### src/rtl/piso_tx.sv
// MSB-first parallel-in/serial-out transmitter; first bit one cycle after acceptance.
// Backpressure: load_ready drops while a frame shifts and reopens on its last bit.
module piso_tx #(
  parameter int WIDTH = 16
) (
  input  logic             clk,
  input  logic             rst_n,
  input  logic             load_valid,
  output logic             load_ready,
  input  logic [WIDTH-1:0] load_data,
  output logic             sout,
  output logic             sout_valid,
  output logic             done
);

  localparam int CW = (WIDTH > 1) ? $clog2(WIDTH) : 1;
  localparam logic [CW-1:0] LAST   = CW'(WIDTH - 1);
  localparam logic [CW-1:0] PENULT = CW'(WIDTH - 2);

  typedef enum logic {IDLE, SHIFT} state_t;

  state_t           state, state_nxt;
  logic [CW-1:0]    cnt, cnt_nxt;
  logic [WIDTH-1:0] shreg, shreg_nxt;
  logic             sout_nxt, sout_valid_nxt, done_nxt;
  logic             accept;

  assign load_ready = (state == IDLE) || (cnt == LAST);
  assign accept     = load_valid && load_ready;

  // shreg holds the bits not yet on sout, next one at the MSB.
  always_comb begin
    state_nxt      = state;
    cnt_nxt        = cnt;
    shreg_nxt      = shreg;
    sout_nxt       = 1'b0;
    sout_valid_nxt = 1'b0;
    done_nxt       = 1'b0;
    if (accept) begin
      state_nxt      = SHIFT;
      cnt_nxt        = '0;
      shreg_nxt      = {load_data[WIDTH-2:0], 1'b0};
      sout_nxt       = load_data[WIDTH-1];
      sout_valid_nxt = 1'b1;
    end else if (state == SHIFT && cnt != LAST) begin
      cnt_nxt        = cnt + CW'(1);
      shreg_nxt      = {shreg[WIDTH-2:0], 1'b0};
      sout_nxt       = shreg[WIDTH-1];
      sout_valid_nxt = 1'b1;
      done_nxt       = (cnt == PENULT);
    end else if (state == SHIFT) begin
      state_nxt = IDLE;
      cnt_nxt   = '0;
      shreg_nxt = '0;
    end
  end

  always_ff @(posedge clk or negedge rst_n) begin
    if (!rst_n) begin
      state      <= IDLE;
      cnt        <= '0;
      shreg      <= '0;
      sout       <= 1'b0;
      sout_valid <= 1'b0;
      done       <= 1'b0;
    end else begin
      state      <= state_nxt;
      cnt        <= cnt_nxt;
      shreg      <= shreg_nxt;
      sout       <= sout_nxt;
      sout_valid <= sout_valid_nxt;
      done       <= done_nxt;
    end
  end

endmodule

### config.mk
export PLATFORM = sky130hd
export DESIGN_NAME = piso_tx
export DESIGN_NICKNAME = d
export VERILOG_FILES = /design/src/rtl/piso_tx.sv
export SDC_FILE = /design/constraint.sdc
export NUM_CORES = 1
export LEC_CHECK = 0
export BUFFER_PORTS_ARGS = -buffer_cell sky130_fd_sc_hd__buf_4
export CORE_ASPECT_RATIO = 1.25
export CORE_MARGIN = 3
export CORE_UTILIZATION = 50
export CTS_CLUSTER_SIZE = 40
export DETAILED_ROUTE_END_ITERATION = 8
export PLACE_DENSITY = 0.76
export SYNTH_ARGS = -nofsm -noshare
export SYNTH_HDL_FRONTEND = slang
export SYNTH_SLANG_ARGS = --single-unit
### constraint.sdc
create_clock -name clk -period 4.7 [get_ports clk]
set_input_delay 0.705 -clock clk [delete_from_list [all_inputs] [get_ports clk]]
set_output_delay 0.705 -clock clk [all_outputs]
set_load 0.01 [all_outputs]
After elaboration in Yosys (flattened, before gate mapping):

Cells that the tools add are included.

* bits in registers: 24
* input port bits: 19
* output and inout port bits: 4
* word-level logic and storage cells: 30

* add/subtract/negate cells: 1
* equality and inequality tests: 4
* muxes and demuxes: 14
* bitwise logic cells: 1
* reductions and logical operators: 4

Operators with widths (count)
* 16-bit two-way mux: 3
* 4-bit two-way mux: 3
* 4-bit equality test, second input constant: 2
* 1-bit two-way mux: 8
* 4-bit by 1-bit adder with 4-bit output, second input constant: 1
* 4-bit inequality test, second input constant: 1
* 3-bit nonzero test: 1
* 1-bit logical AND: 2
* 2-bit inequality test, second input constant: 1
* 1-bit logical OR: 1
* 1-bit inverter: 1

Longest topological paths before layout:

Gate-level depths: netlist of run 1.

* depth after elaboration: 4
* depth in mapped cells: 6
* mapped depth without buffers: 5

Worst setup path after synthesis of run 1:

No wires, ideal clock.

* path type: register -> output
* from: register cnt[0]
* to: output port load_ready
* arrival: 1129 ps
* data required time: 3995 ps
* setup slack: 2866 ps
* cell stages (with the launch flop): 6
* path buffers: 1
* path through: dfrtp_1 ha_1 nand3_2 and2_4 buf_6 inv_1

* word-level cells in the longest chain between the ends: 2

RTL lines
* from (decl): line 23 `logic [CW-1:0] cnt, cnt_nxt;`
* from (signal assigned): line 68 `cnt <= cnt_nxt;`
* 4-bit equality test: line 28 `assign load_ready = (state == IDLE) || (cnt == LAST);`
* 1-bit logical OR: line 28
* to (decl): line 9 `output logic load_ready,`

Every way passes these cells.

Worst setup path in the final report of run 1:

Same ends and word-level chain as after synthesis.

==> impl_table.tex, run 1 <==
\begin{tabular}{lr}
\hline
Metric & Value \\
\hline
\multicolumn{2}{l}{\textbf{Run status}} \\
Status & finished, final reports clean \\
\multicolumn{2}{l}{\textbf{STA}} \\
Transition at the pin with the smallest max-transition slack & 1.083 ns \\
Number of setup violations in the final report & 0 \\
Fraction of the cycle the final worst path needs & 51.45\% \\
Slew headroom & 27.81\% \\
F\_max & 413.5 MHz \\
Final count of hold timing violations & 0 \\
Max-slew violation total from the final report & 0 \\
TNS Setup & 0 ns \\
RSZ-0062 raised after global routing & no \\
Minimum clock period & 2.418 ns \\
Min setup slack post-route & 2.282 ns \\
Clock skew after layout & 0.009243 ns \\
\multicolumn{2}{l}{\textbf{Setup path}} \\
Crit path DAT & 1.71 ns \\
Biggest fanout along the worst timing path & 16 \\
Worst Reg2Reg Path Length in Cells & 4 \\
Startpoint of the lowest-slack register-to-register path & cnt[0]\$\_DFFE\_PN0P\_ \\
Type of the worst setup path & flip-flop to output port \\
Worst-case register-to-register setup slack & 2.68 ns \\
Start point of the critical path & cnt[0]\$\_DFFE\_PN0P\_ \\
Endpoint class of the critical path & output port \\
Reg2reg end & shreg[4]\$\_DFFE\_PN0P\_ \\
Kind of launch point of the worst setup path & flip-flop \\
Required time of the worst setup path & 3.99 ns \\
\multicolumn{2}{l}{\textbf{Placement}} \\
HPWL reported at the end of detailed placement & 1402 um \\
Placed standard-cell area & 0.001170 mm2 \\
Post-placement setup slack & 2.606 ns \\
Final weighted congestion in routability-driven placement & 0.8565 \\
Port Buffers & 22 \\
\multicolumn{2}{l}{\textbf{Cells and area}} \\
Number of diodes & 0 \\
Layout Cell Area excl Fill & 0.001197 mm2 \\
Area delta synth->final & 17.28\% \\
Fillers & 158 \\
Post-layout net count & 128 \\
Final Core Density & 64.71\% \\
Share of cells above drive strength 1 & 32.08\% \\
\multicolumn{2}{l}{\textbf{Run}} \\
Max-capacitance violation count & 0 \\
\multicolumn{2}{l}{\textbf{CTS}} \\
Inserted Clock Buffers & 3 \\
Root Buffer & clkbuf\_4 \\
Hold\_buf cts & 0 \\
Level count of the clock H-tree & 1 \\
TritonCTS Sinks & 23 \\
CTS tree & built \\
Source-to-sink clock delay at the later pin of the worst-skew pair & 0.32 ns \\
Longest Clk Path Bufs & 2 \\
Setup Fix Bufs, Post-CTS & 0 \\
Number of gates resized after cts & 0 \\
Clk pin slew, worst setup/hold paths & 0.13 ns \\
\multicolumn{2}{l}{\textbf{GRT}} \\
Total Routing Usage GR & 17.98\% \\
Vias in the first global route & 755 \\
Final global-route overflow total & 0 \\
Pin count of the biggest net entering global routing & 24 \\
Wire length of the first global-routing pass & 3450 um \\
Antenna violations before repair & 0 \\
\multicolumn{2}{l}{\textbf{Yosys}} \\
Cells after synthesis & 85 \\
Synthesized flop and latch total & 23 \\
Total standard cell area after synthesis & 0.001021 mm2 \\
Yosys warning count & 0 \\
Per-instance average area after synthesis & 12.01 um2 \\
Distinct cell type count of the synthesized netlist & 22 \\
Sequential-to-total area share from yosys stat & 56.37\% \\
Nets in the synthesized netlist & 106 \\
\multicolumn{2}{l}{\textbf{Routing}} \\
Highest metal layer with signal wires & met4 \\
Via count & 748 \\
Initial DRC count & 17 \\
Total routed wire length on the met1 layer & 932 um \\
Routed WL & 2040 um \\
Wire length on met2 & 988 um \\
Length of the first detailed-routing pass in iterations & 4 \\
Count of nets left with antenna violations after detail routing & 0 \\
Residual DRC count & 0 \\
Ratio of routed vias to standard cells & 5.984 \\
Mean routed wirelength per cell & 16.32 um \\
Routed met3 length & 79 um \\
\multicolumn{2}{l}{\textbf{Power}} \\
Switching power of the nets & 0.1814 mW \\
Internal power contribution & 0.3789 mW \\
Leakage power & 0.5887 nW \\
Maximum vdd drop & 0.0003116 V \\
Combinational share of power & 28.5\% \\
Total power density per cell area & 468.0 mW/mm2 \\
Clk pwr share & 16.6\% \\
Part of the power in registers & 54.9\% \\
Post-layout power & 0.5604 mW \\
Switching share of total power & 32.38\% \\
\multicolumn{2}{l}{\textbf{Floorplanning}} \\
Row count & 17 \\
Vertical die dimension & 56.52 um \\
Number of ports placed on the die boundary & 23 \\
Initial standard-cell utilization of the core & 55.17\% \\
Chip Width & 46.42 um \\
Placeable Area & 0.001851 mm2 \\
Die Footprint & 0.002623 mm2 \\
\multicolumn{2}{l}{\textbf{Hold path}} \\
Type of the worst min-delay path & input port to asynchronous set/reset pin \\
\hline
\end{tabular}
[area by class of cell]
class / instances / area, um2 / share of cell area, %
Timing Repair Buffer: 22 / 165.2 / 13.79
Clock inverter: 1 / 5.005 / 0.4180
Clock buffer: 3 / 22.52 / 1.881
Tap cell: 19 / 23.77 / 1.985
Sequential cell: 23 / 575.6 / 48.07
Inverter: 3 / 11.26 / 0.9404
Multi-Input combinational cell: 54 / 394.1 / 32.92
[cells in the mapped netlist, drive strengths merged]
master  number  area, um2
clkbuf       1      3.750
buf          4      36.28
and4         1      10.01
nor2b        1      6.260
dfrtp       23      575.6
inv          3      11.26
nand3        2      15.01
a21oi        2      10.01
a221o       14      146.4
nand2        7      26.28
nand4        1      6.260
o21ai        6      30.03
a32o         1      10.01
ha           2      25.02
o221ai       1      8.760
nor2         1      3.750
and2        15      96.34
[power by group through the flow]
stage | Combinational, mW | Sequential, mW | Clock, mW
after floorplan | 0.122 | 0.299 | 0
after CTS | 0.163 | 0.308 | 0.0935
final | 0.160 | 0.308 | 0.0929
after detailed placement | 0.162 | 0.311 | 0
after global routing | 0.184 | 0.317 | 0.0993
after global placement | 0.153 | 0.310 | 0
[flip-flops by register name, summed over array words and instances, names as in the netlist]
register / cells
sout_valid: 1
sout: 1
cnt: 4
done: 1
shreg: 15
state: 1
[cell usage in the layout, fill, tap and decap left out]
master / Yosys / routed
clkinv_2: 0 / 1
nor2_1: 1 / 1
nand2_1: 7 / 7
nand3_1: 1 / 1
nor2b_1: 1 / 1
and4_2: 1 / 1
and2_1: 14 / 14
dfrtp_1: 23 / 23
inv_1: 3 / 3
a21oi_1: 2 / 2
a221o_1: 9 / 9
a221o_2: 5 / 5
and2_4: 1 / 1
a32o_1: 1 / 1
ha_1: 2 / 2
nand3_2: 1 / 1
nand4_1: 1 / 1
buf_4: 0 / 22
o221ai_1: 1 / 1
o21ai_0: 6 / 6
clkbuf_4: 0 / 3
[metal layers]
metal | global-route usage [%] | vias to the layer above
met1 | 25.77 | 370
met2 | 26.38 | 18
met3 | 2.885 | 6
met4 | 7.317 | 0
met5 | 0 | -
li1 | - | 354
[worst max-delay path by stage]
stage                      endpoint  slack (ns)
2_1_floorplan            load_ready        2.87
5_1_grt                  load_ready        2.12
4_1_cts                  load_ready        2.26
6_report                 load_ready        2.28
3_3_place_gp             load_ready        2.66
3_5_place_dp   shreg[4]$_DFFE_PN0P_        2.61
[through the flow]
step / instances / hold slack, ns
after floorplan: 85 / 0.4094
after global placement: 121 / 0.4805
after detailed placement: 121 / 0.4869
after CTS: 125 / 0.2601
after global routing: 125 / 0.2578
final: 125 / 0.2488
[critical path, stage by stage (launching register included)]
cell and delay [ns]:
dfrtp_1 0.45, ha_1 0.28, nand3_2 0.11, and2_4 0.25, inv_1 0.14, buf_4 0.17
[cells by family (layout without fill, tap and decap cells)]
group,after synthesis,in the layout,share of synthesized area [%]
DFF,23,23,56.37
AOI/OAI and AO/OA,24,24,20.10
buffers and inverters,8,29,5.024
adders and majority gates,2,2,2.451
and+or+nand+nor,28,28,16.05
Note: power is estimated with default switching activity, not from simulation.
==> run 2, diff against run 1 <==
Clock period 4.7 ns to 2.39 ns, I/O delays scaled along.
==> run 2 against run 1 <==
Effect of this change: sequential share of layout area decreased by 0.94 points; clock skew about the same; clock-buffer cell count up 1; core utilization is 1.3 points higher; power up 97%; global-route usage shrank 1.5 points.
==> impl_table.tex, run 2 (same netlist as run 1, synthesis figures left out) <==
\begin{tabular}{lr}
\hline
Metric & Value \\
\hline
\multicolumn{2}{l}{\textbf{Cells and area}} \\
Flip-flop count of the largest register after layout & 15 (unchanged) \\
Registers with the most flip-flops & shreg (15), cnt (4) \\
Largest register by flop count & shreg \\
Commonest cells after routing, fill and taps aside & buf\_4, dfrtp\_1, and2\_1, a221o\_1, nand2\_1 \\
Layout Cell Area excl Fill & 0.001221 mm2 (+2.0\%) \\
Share of cells above drive strength 1 & 32.11\% (+0.035 points) \\
Final Core Density & 65.99\% (+1.3 points) \\
Most common cell after layout, fill and taps aside & buf\_4 \\
Post-layout net count & 131 (+2.3\%) \\
Area delta synth->final & 19.61\% \\
Number of diodes & 0 (unchanged) \\
\multicolumn{2}{l}{\textbf{Floorplanning}} \\
Initial standard-cell utilization of the core & 55.17\% (unchanged) \\
Placeable Area & 0.001851 mm2 (unchanged) \\
Die Footprint & 0.002623 mm2 (unchanged) \\
Chip Width & 46.42 um (unchanged) \\
Vertical die dimension & 56.52 um (unchanged) \\
Row count & 17 (unchanged) \\
Number of ports placed on the die boundary & 23 (unchanged) \\
\multicolumn{2}{l}{\textbf{Setup path}} \\
Count of buffering cells on the critical path with inverters included & 2 (unchanged) \\
Biggest fanout along the worst timing path & 16 (unchanged) \\
Startpoint of the lowest-slack register-to-register path & cnt[0]\$\_DFFE\_PN0P\_ \\
Kind of launch point of the worst setup path & flip-flop \\
Slowest library cell on the worst path & dfrtp\_1 \\
CP delay by family, top & flip-flops \\
Delay of the slowest cell on the worst path & 0.45 ns (about the same) \\
Required time of the worst setup path & 2.03 ns (-1.96 ns) \\
Type of the worst setup path & flip-flop to output port \\
Crit path DAT & 1.70 ns (about the same) \\
Start point of the critical path & cnt[0]\$\_DFFE\_PN0P\_ \\
Worst-path cell chain & ha\_1, nand3\_2, and2\_4, inv\_1, buf\_4 \\
Endpoint class of the critical path & output port \\
\multicolumn{2}{l}{\textbf{STA}} \\
Max-slew violation total from the final report & 0 (unchanged) \\
Slew headroom & 69.55\% (+42 points) \\
Final count of hold timing violations & 0 (unchanged) \\
Transition at the pin with the smallest max-transition slack & 0.4567 ns (-0.6261 ns) \\
Number of setup violations in the final report & 0 (unchanged) \\
F\_max & 485.1 MHz \\
Min setup slack post-route & 0.3286 ns (-1.953 ns) \\
RSZ-0062 raised after global routing & no \\
Clock skew after layout & 0.008945 ns (-0.0002982 ns) \\
Fraction of the cycle the final worst path needs & 86.25\% \\
Minimum clock period & 2.061 ns \\
TNS Setup & 0 ns (unchanged) \\
\multicolumn{2}{l}{\textbf{GRT}} \\
Wire length of the first global-routing pass & 3263 um (-5.4\%) \\
Final global-route overflow total & 0 (unchanged) \\
Pin count of the biggest net entering global routing & 24 (unchanged) \\
Vias in the first global route & 720 (-4.6\%) \\
Antenna violations before repair & 0 (unchanged) \\
Total Routing Usage GR & 16.50\% (-1.5 points) \\
\multicolumn{2}{l}{\textbf{Power}} \\
Leakage power & 0.6010 nW (+2.1\%) \\
Post-layout power & 1.104 mW (+97\%) \\
Total power density per cell area & 904.4 mW/mm2 (+93\%) \\
Maximum vdd drop & 0.0005887 V (+89\%) \\
\multicolumn{2}{l}{\textbf{Routing}} \\
Routed met3 length & 85 um (+7.6\%) \\
Residual DRC count & 0 (unchanged) \\
Routed WL & 1990 um (-2.5\%) \\
Initial DRC count & 12 (-5) \\
Total routed wire length on the met1 layer & 936 um (+0.43\%) \\
Highest metal layer with signal wires & met4 \\
Via count & 744 (-0.53\%) \\
Length of the first detailed-routing pass in iterations & 4 (unchanged) \\
Ratio of routed vias to standard cells & 5.813 (-2.9\%) \\
Wire length on met2 & 952 um (-3.6\%) \\
Count of nets left with antenna violations after detail routing & 0 (unchanged) \\
Mean routed wirelength per cell & 15.55 um (-4.7\%) \\
\multicolumn{2}{l}{\textbf{CTS}} \\
Clk pin slew, worst setup/hold paths & 0.13 ns (about the same) \\
TritonCTS Sinks & 23 (unchanged) \\
CTS tree & built \\
Setup Fix Bufs, Post-CTS & 0 (unchanged) \\
Level count of the clock H-tree & 1 (unchanged) \\
Source-to-sink clock delay at the later pin of the worst-skew pair & 0.30 ns (-0.02 ns) \\
Root Buffer & clkbuf\_4 \\
Inserted Clock Buffers & 3 (unchanged) \\
Hold\_buf cts & 1 (+1) \\
Longest Clk Path Bufs & 2 (unchanged) \\
Number of gates resized after cts & 0 (unchanged) \\
\multicolumn{2}{l}{\textbf{Placement}} \\
Port Buffers & 22 (unchanged) \\
HPWL reported at the end of detailed placement & 1380 um (-1.5\%) \\
Final weighted congestion in routability-driven placement & 0.8050 (-6.0\%) \\
Placed standard-cell area & 0.001185 mm2 (+1.3\%) \\
Post-placement setup slack & 0.6873 ns (-1.919 ns) \\
\multicolumn{2}{l}{\textbf{Hold path}} \\
Startpoint of the lowest-slack hold path & load\_data[2] \\
Type of the worst min-delay path & input port to flip-flop \\
\multicolumn{2}{l}{\textbf{Run}} \\
Max-capacitance violation count & 0 (unchanged) \\
\multicolumn{2}{l}{\textbf{Run status}} \\
Status & finished, final reports clean \\
\hline
\end{tabular}
## run 2: cell types whose count changed in the layout (fill, tap and decap cells not counted), sizes merged
cell	delta
clkbuf	+1
clkinv	-1
dlygate4sd3	+1
buf	+2
## run 2: worst reg2reg max path, cell delays in order (launching register included)
cell	delay, ns
dfrtp_1	0.45
ha_1	0.27
nand3_2	0.12
a21oi_1	0.41
buf_4	0.25
a221o_1	0.16
## run 2: power by group
group / leakage (nW) / switching (mW) / internal [mW] / total [mW]
registers: 0.298 / 0.0917 / 0.513 / 0.605
logic: 0.288 / 0.148 / 0.174 / 0.322
clock network: 0.0150 / 0.112 / 0.0649 / 0.177
## run 2: stage by stage
stage | hold WS, ns | std cells
after floorplan | 0.06291 | 85
after global placement | 0.2612 | 123
after detailed placement | 0.2655 | 123
after CTS | 0.2720 | 128
after global routing | 0.2592 | 128
final | 0.2732 | 128
## run 2: layout make-up
class | instances | area (um2)
multi-input combinational | 54 | 394.1
tap | 19 | 23.77
clock buffer | 4 | 26.28
inverter | 3 | 11.26
sequential | 23 | 575.6
fill | 148 | 629.4
timing repair buffer | 25 | 190.2
## run 2: routing by layer
layer	GRT usage, %	vias to the layer above
li1	-	359
met1	23.16	367
met2	25.59	16
met3	2.244	2
met4	5.285	0
met5	0	-
## run 2: path summary, 6_finish.rpt
check / to / slack [ns] / depth (start not counted)
setup / recovery: load_ready / 0.33 / 5
min in group asynchronous: shreg[2]$_DFFE_PN0P_ / 0.46 / 2
setup reg to reg: shreg[13]$_DFFE_PN0P_ / 0.68 / 5
hold / removal: shreg[3]$_DFFE_PN0P_ / 0.27 / 2
hold reg to reg: shreg[14]$_DFFE_PN0P_ / 0.52 / 1
max in group asynchronous: shreg[8]$_DFFE_PN0P_ / 1.69 / 2
==> run 3, diff against run 2 <==
Settings changed: CORE_ASPECT_RATIO 1.25 to 1.5, CTS_CLUSTER_DIAMETER from default to 150, TNS_END_PERCENT from default to 30.
==> run 3 against run 2 <==
Effect of this change: combinational power down 2%; design area is 0.41% lower; via count increased by 1.6%; sequential share of layout area grew 0.19 points; clock skew is 0.0054 ns lower; power shrank 0.31%; worst hold slack gained 0.0066 ns; clock power down 3%; routed wire length up 4.6%; core utilization down 1.2 points; first-iteration DRC count up 17%; critical path depth stayed put.
==> impl_table.tex, run 3 (same netlist as run 1, synthesis figures left out) <==
\begin{tabular}{lr}
\hline
Metric & Value \\
\hline
\multicolumn{2}{l}{\textbf{Run status}} \\
Status & finished, final reports clean \\
\multicolumn{2}{l}{\textbf{Placement}} \\
Port Buffers & 22 (unchanged) \\
Placed standard-cell area & 0.001180 mm2 (-0.42\%) \\
HPWL reported at the end of detailed placement & 1506 um (+9.1\%) \\
Post-placement setup slack & 0.3929 ns (-0.2944 ns) \\
Final weighted congestion in routability-driven placement & 0.7014 (-13\%) \\
Number of cells in the design after placement & 124 (+0.81\%) \\
\multicolumn{2}{l}{\textbf{Cells and area}} \\
Final Non-Filler Cells & 129 (+0.78\%) \\
Layout Cell Area excl Fill & 0.001216 mm2 (-0.41\%) \\
Largest register by flop count & shreg \\
Share of cells above drive strength 1 & 31.48\% (-0.63 points) \\
Number of diodes & 0 (unchanged) \\
Post-layout net count & 130 (-0.76\%) \\
Flip-flop count of the largest register after layout & 15 (unchanged) \\
Registers with the most flip-flops & shreg (15), cnt (4) \\
Fillers & 150 (+1.4\%) \\
Commonest cells after routing, fill and taps aside & dfrtp\_1, buf\_4, and2\_1, a221o\_1, nand2\_1 \\
Area delta synth->final & 19.12\% \\
Final Core Density & 64.76\% (-1.2 points) \\
\multicolumn{2}{l}{\textbf{Run}} \\
Max-capacitance violation count & 0 (unchanged) \\
\multicolumn{2}{l}{\textbf{CTS}} \\
Root Buffer & clkbuf\_4 \\
Source-to-sink clock delay at the later pin of the worst-skew pair & 0.30 ns (about the same) \\
TritonCTS Sinks & 23 (unchanged) \\
Setup Fix Bufs, Post-CTS & 0 (unchanged) \\
Longest Clk Path Bufs & 2 (unchanged) \\
CTS tree & built \\
Inserted Clock Buffers & 3 (unchanged) \\
Clk pin slew, worst setup/hold paths & 0.12 ns (about the same) \\
Level count of the clock H-tree & 1 (unchanged) \\
\multicolumn{2}{l}{\textbf{Setup path}} \\
Worst-case register-to-register setup slack & 0.42 ns (-0.26 ns) \\
Endpoint class of the critical path & output port \\
Reg2reg end & shreg[2]\$\_DFFE\_PN0P\_ \\
Required time of the worst setup path & 2.03 ns (about the same) \\
Crit path to & load\_ready \\
Crit path DAT & 1.66 ns (-0.04 ns) \\
Start point of the critical path & cnt[0]\$\_DFFE\_PN0P\_ \\
Type of the worst setup path & flip-flop to output port \\
Biggest fanout along the worst timing path & 16 (unchanged) \\
Startpoint of the lowest-slack register-to-register path & cnt[0]\$\_DFFE\_PN0P\_ \\
Kind of launch point of the worst setup path & flip-flop \\
Worst Reg2Reg Path Length in Cells & 4 (-1) \\
\multicolumn{2}{l}{\textbf{Routing}} \\
Residual DRC count & 0 (unchanged) \\
Mean routed wirelength per cell & 16.14 um (+3.8\%) \\
Via count & 756 (+1.6\%) \\
Routed WL & 2082 um (+4.6\%) \\
Count of nets left with antenna violations after detail routing & 0 (unchanged) \\
Ratio of routed vias to standard cells & 5.860 (+0.83\%) \\
Length of the first detailed-routing pass in iterations & 4 (unchanged) \\
Initial DRC count & 14 (+2) \\
\multicolumn{2}{l}{\textbf{Floorplanning}} \\
Vertical die dimension & 61.35 um (+8.5\%) \\
Placeable Area & 0.001878 mm2 (+1.5\%) \\
Number of ports placed on the die boundary & 23 (unchanged) \\
Row count & 19 (+2) \\
Initial standard-cell utilization of the core & 54.36\% (-0.81 points) \\
Die Footprint & 0.002631 mm2 (+0.31\%) \\
Chip Width & 42.90 um (-7.6\%) \\
\multicolumn{2}{l}{\textbf{STA}} \\
Max-slew violation total from the final report & 0 (unchanged) \\
Fraction of the cycle the final worst path needs & 84.33\% (-1.9 points) \\
Transition at the pin with the smallest max-transition slack & 1.011 ns (+0.5545 ns) \\
Min setup slack post-route & 0.3745 ns (+0.04595 ns) \\
Slew headroom & 32.58\% (-37 points) \\
Number of setup violations in the final report & 0 (unchanged) \\
Minimum clock period & 2.015 ns (-0.04595 ns) \\
RSZ-0062 raised after global routing & no \\
F\_max & 496.2 MHz (+2.3\%) \\
TNS Setup & 0 ns (unchanged) \\
Clock skew after layout & 0.003514 ns (-0.005430 ns) \\
Hold slack & 0.2798 ns (+0.006578 ns) \\
Final count of hold timing violations & 0 (unchanged) \\
\multicolumn{2}{l}{\textbf{GRT}} \\
Vias in the first global route & 810 (+13\%) \\
Pin count of the biggest net entering global routing & 24 (unchanged) \\
Wire length of the first global-routing pass & 3629 um (+11\%) \\
Final global-route overflow total & 0 (unchanged) \\
Antenna violations before repair & 0 (unchanged) \\
Total Routing Usage GR & 18.82\% (+2.3 points) \\
\multicolumn{2}{l}{\textbf{Power}} \\
Post-layout power & 1.101 mW (-0.31\%) \\
Maximum vdd drop & 0.0005816 V (-1.2\%) \\
Leakage power & 0.5956 nW (-0.90\%) \\
Total power density per cell area & 905.3 mW/mm2 (about the same) \\
\multicolumn{2}{l}{\textbf{Hold path}} \\
Type of the worst min-delay path & input port to flip-flop \\
\hline
\end{tabular}
==> run 3: cell count changes in the layout (fill, tap and decap cells not counted), sizes merged <==
cell,delta
buf,-1
==> run 3: where the power goes <==
part / switching (mW) / total [mW] / internal [mW] / leakage (nW)
logic: 0.145 / 0.316 / 0.171 / 0.283
registers: 0.0990 / 0.613 / 0.514 / 0.298
clock network: 0.108 / 0.172 / 0.0649 / 0.0150
==> run 3: worst max-delay path, cell delays in order (launching register included) <==
cell	delay (ns)
dfrtp_1	0.45
ha_1	0.26
nand3_2	0.10
and2_4	0.25
inv_1	0.13
buf_4	0.16
==> run 3: worst min path at each step <==
stage	from	end	cells after the start
2_1_floorplan	rst_n	cnt[0]$_DFFE_PN0P_	0
3_3_place_gp	rst_n	cnt[3]$_DFFE_PN0P_	1
3_5_place_dp	rst_n	cnt[3]$_DFFE_PN0P_	1
4_1_cts	load_data[9]	shreg[10]$_DFFE_PN0P_	2
5_1_grt	load_data[6]	shreg[7]$_DFFE_PN0P_	2
6_report	load_data[3]	shreg[4]$_DFFE_PN0P_	2
==> run 3: final cells by class <==
class | instances | area, um2 | share of cell area, %
Sequential cell | 23 | 575.6 | 47.32
Multi-Input combinational cell | 54 | 394.1 | 32.41
Timing Repair Buffer | 24 | 182.7 | 15.02
Clock buffer | 4 | 26.28 | 2.160
Tap cell | 21 | 26.28 | 2.160
Inverter | 3 | 11.26 | 0.9259
==> run 3: what timing repair did <==
| action | in CTS | in global routing |
|---|---|---|
| hold buffers | 1 | 0 |
| resized for setup | 0 | 0 |
| endpoints found under the hold margin | 23 | 0 |
==> run 3: metal layers <==
metal / global-route usage, % / routed length (um) / vias up
met2: 31.12 / 1091 / 21
li1: - / - / 361
met5: 0 / 0 / -
met3: 3.801 / 94 / 2
met4: 8.000 / 17 / 0
met1: 24.06 / 878 / 372
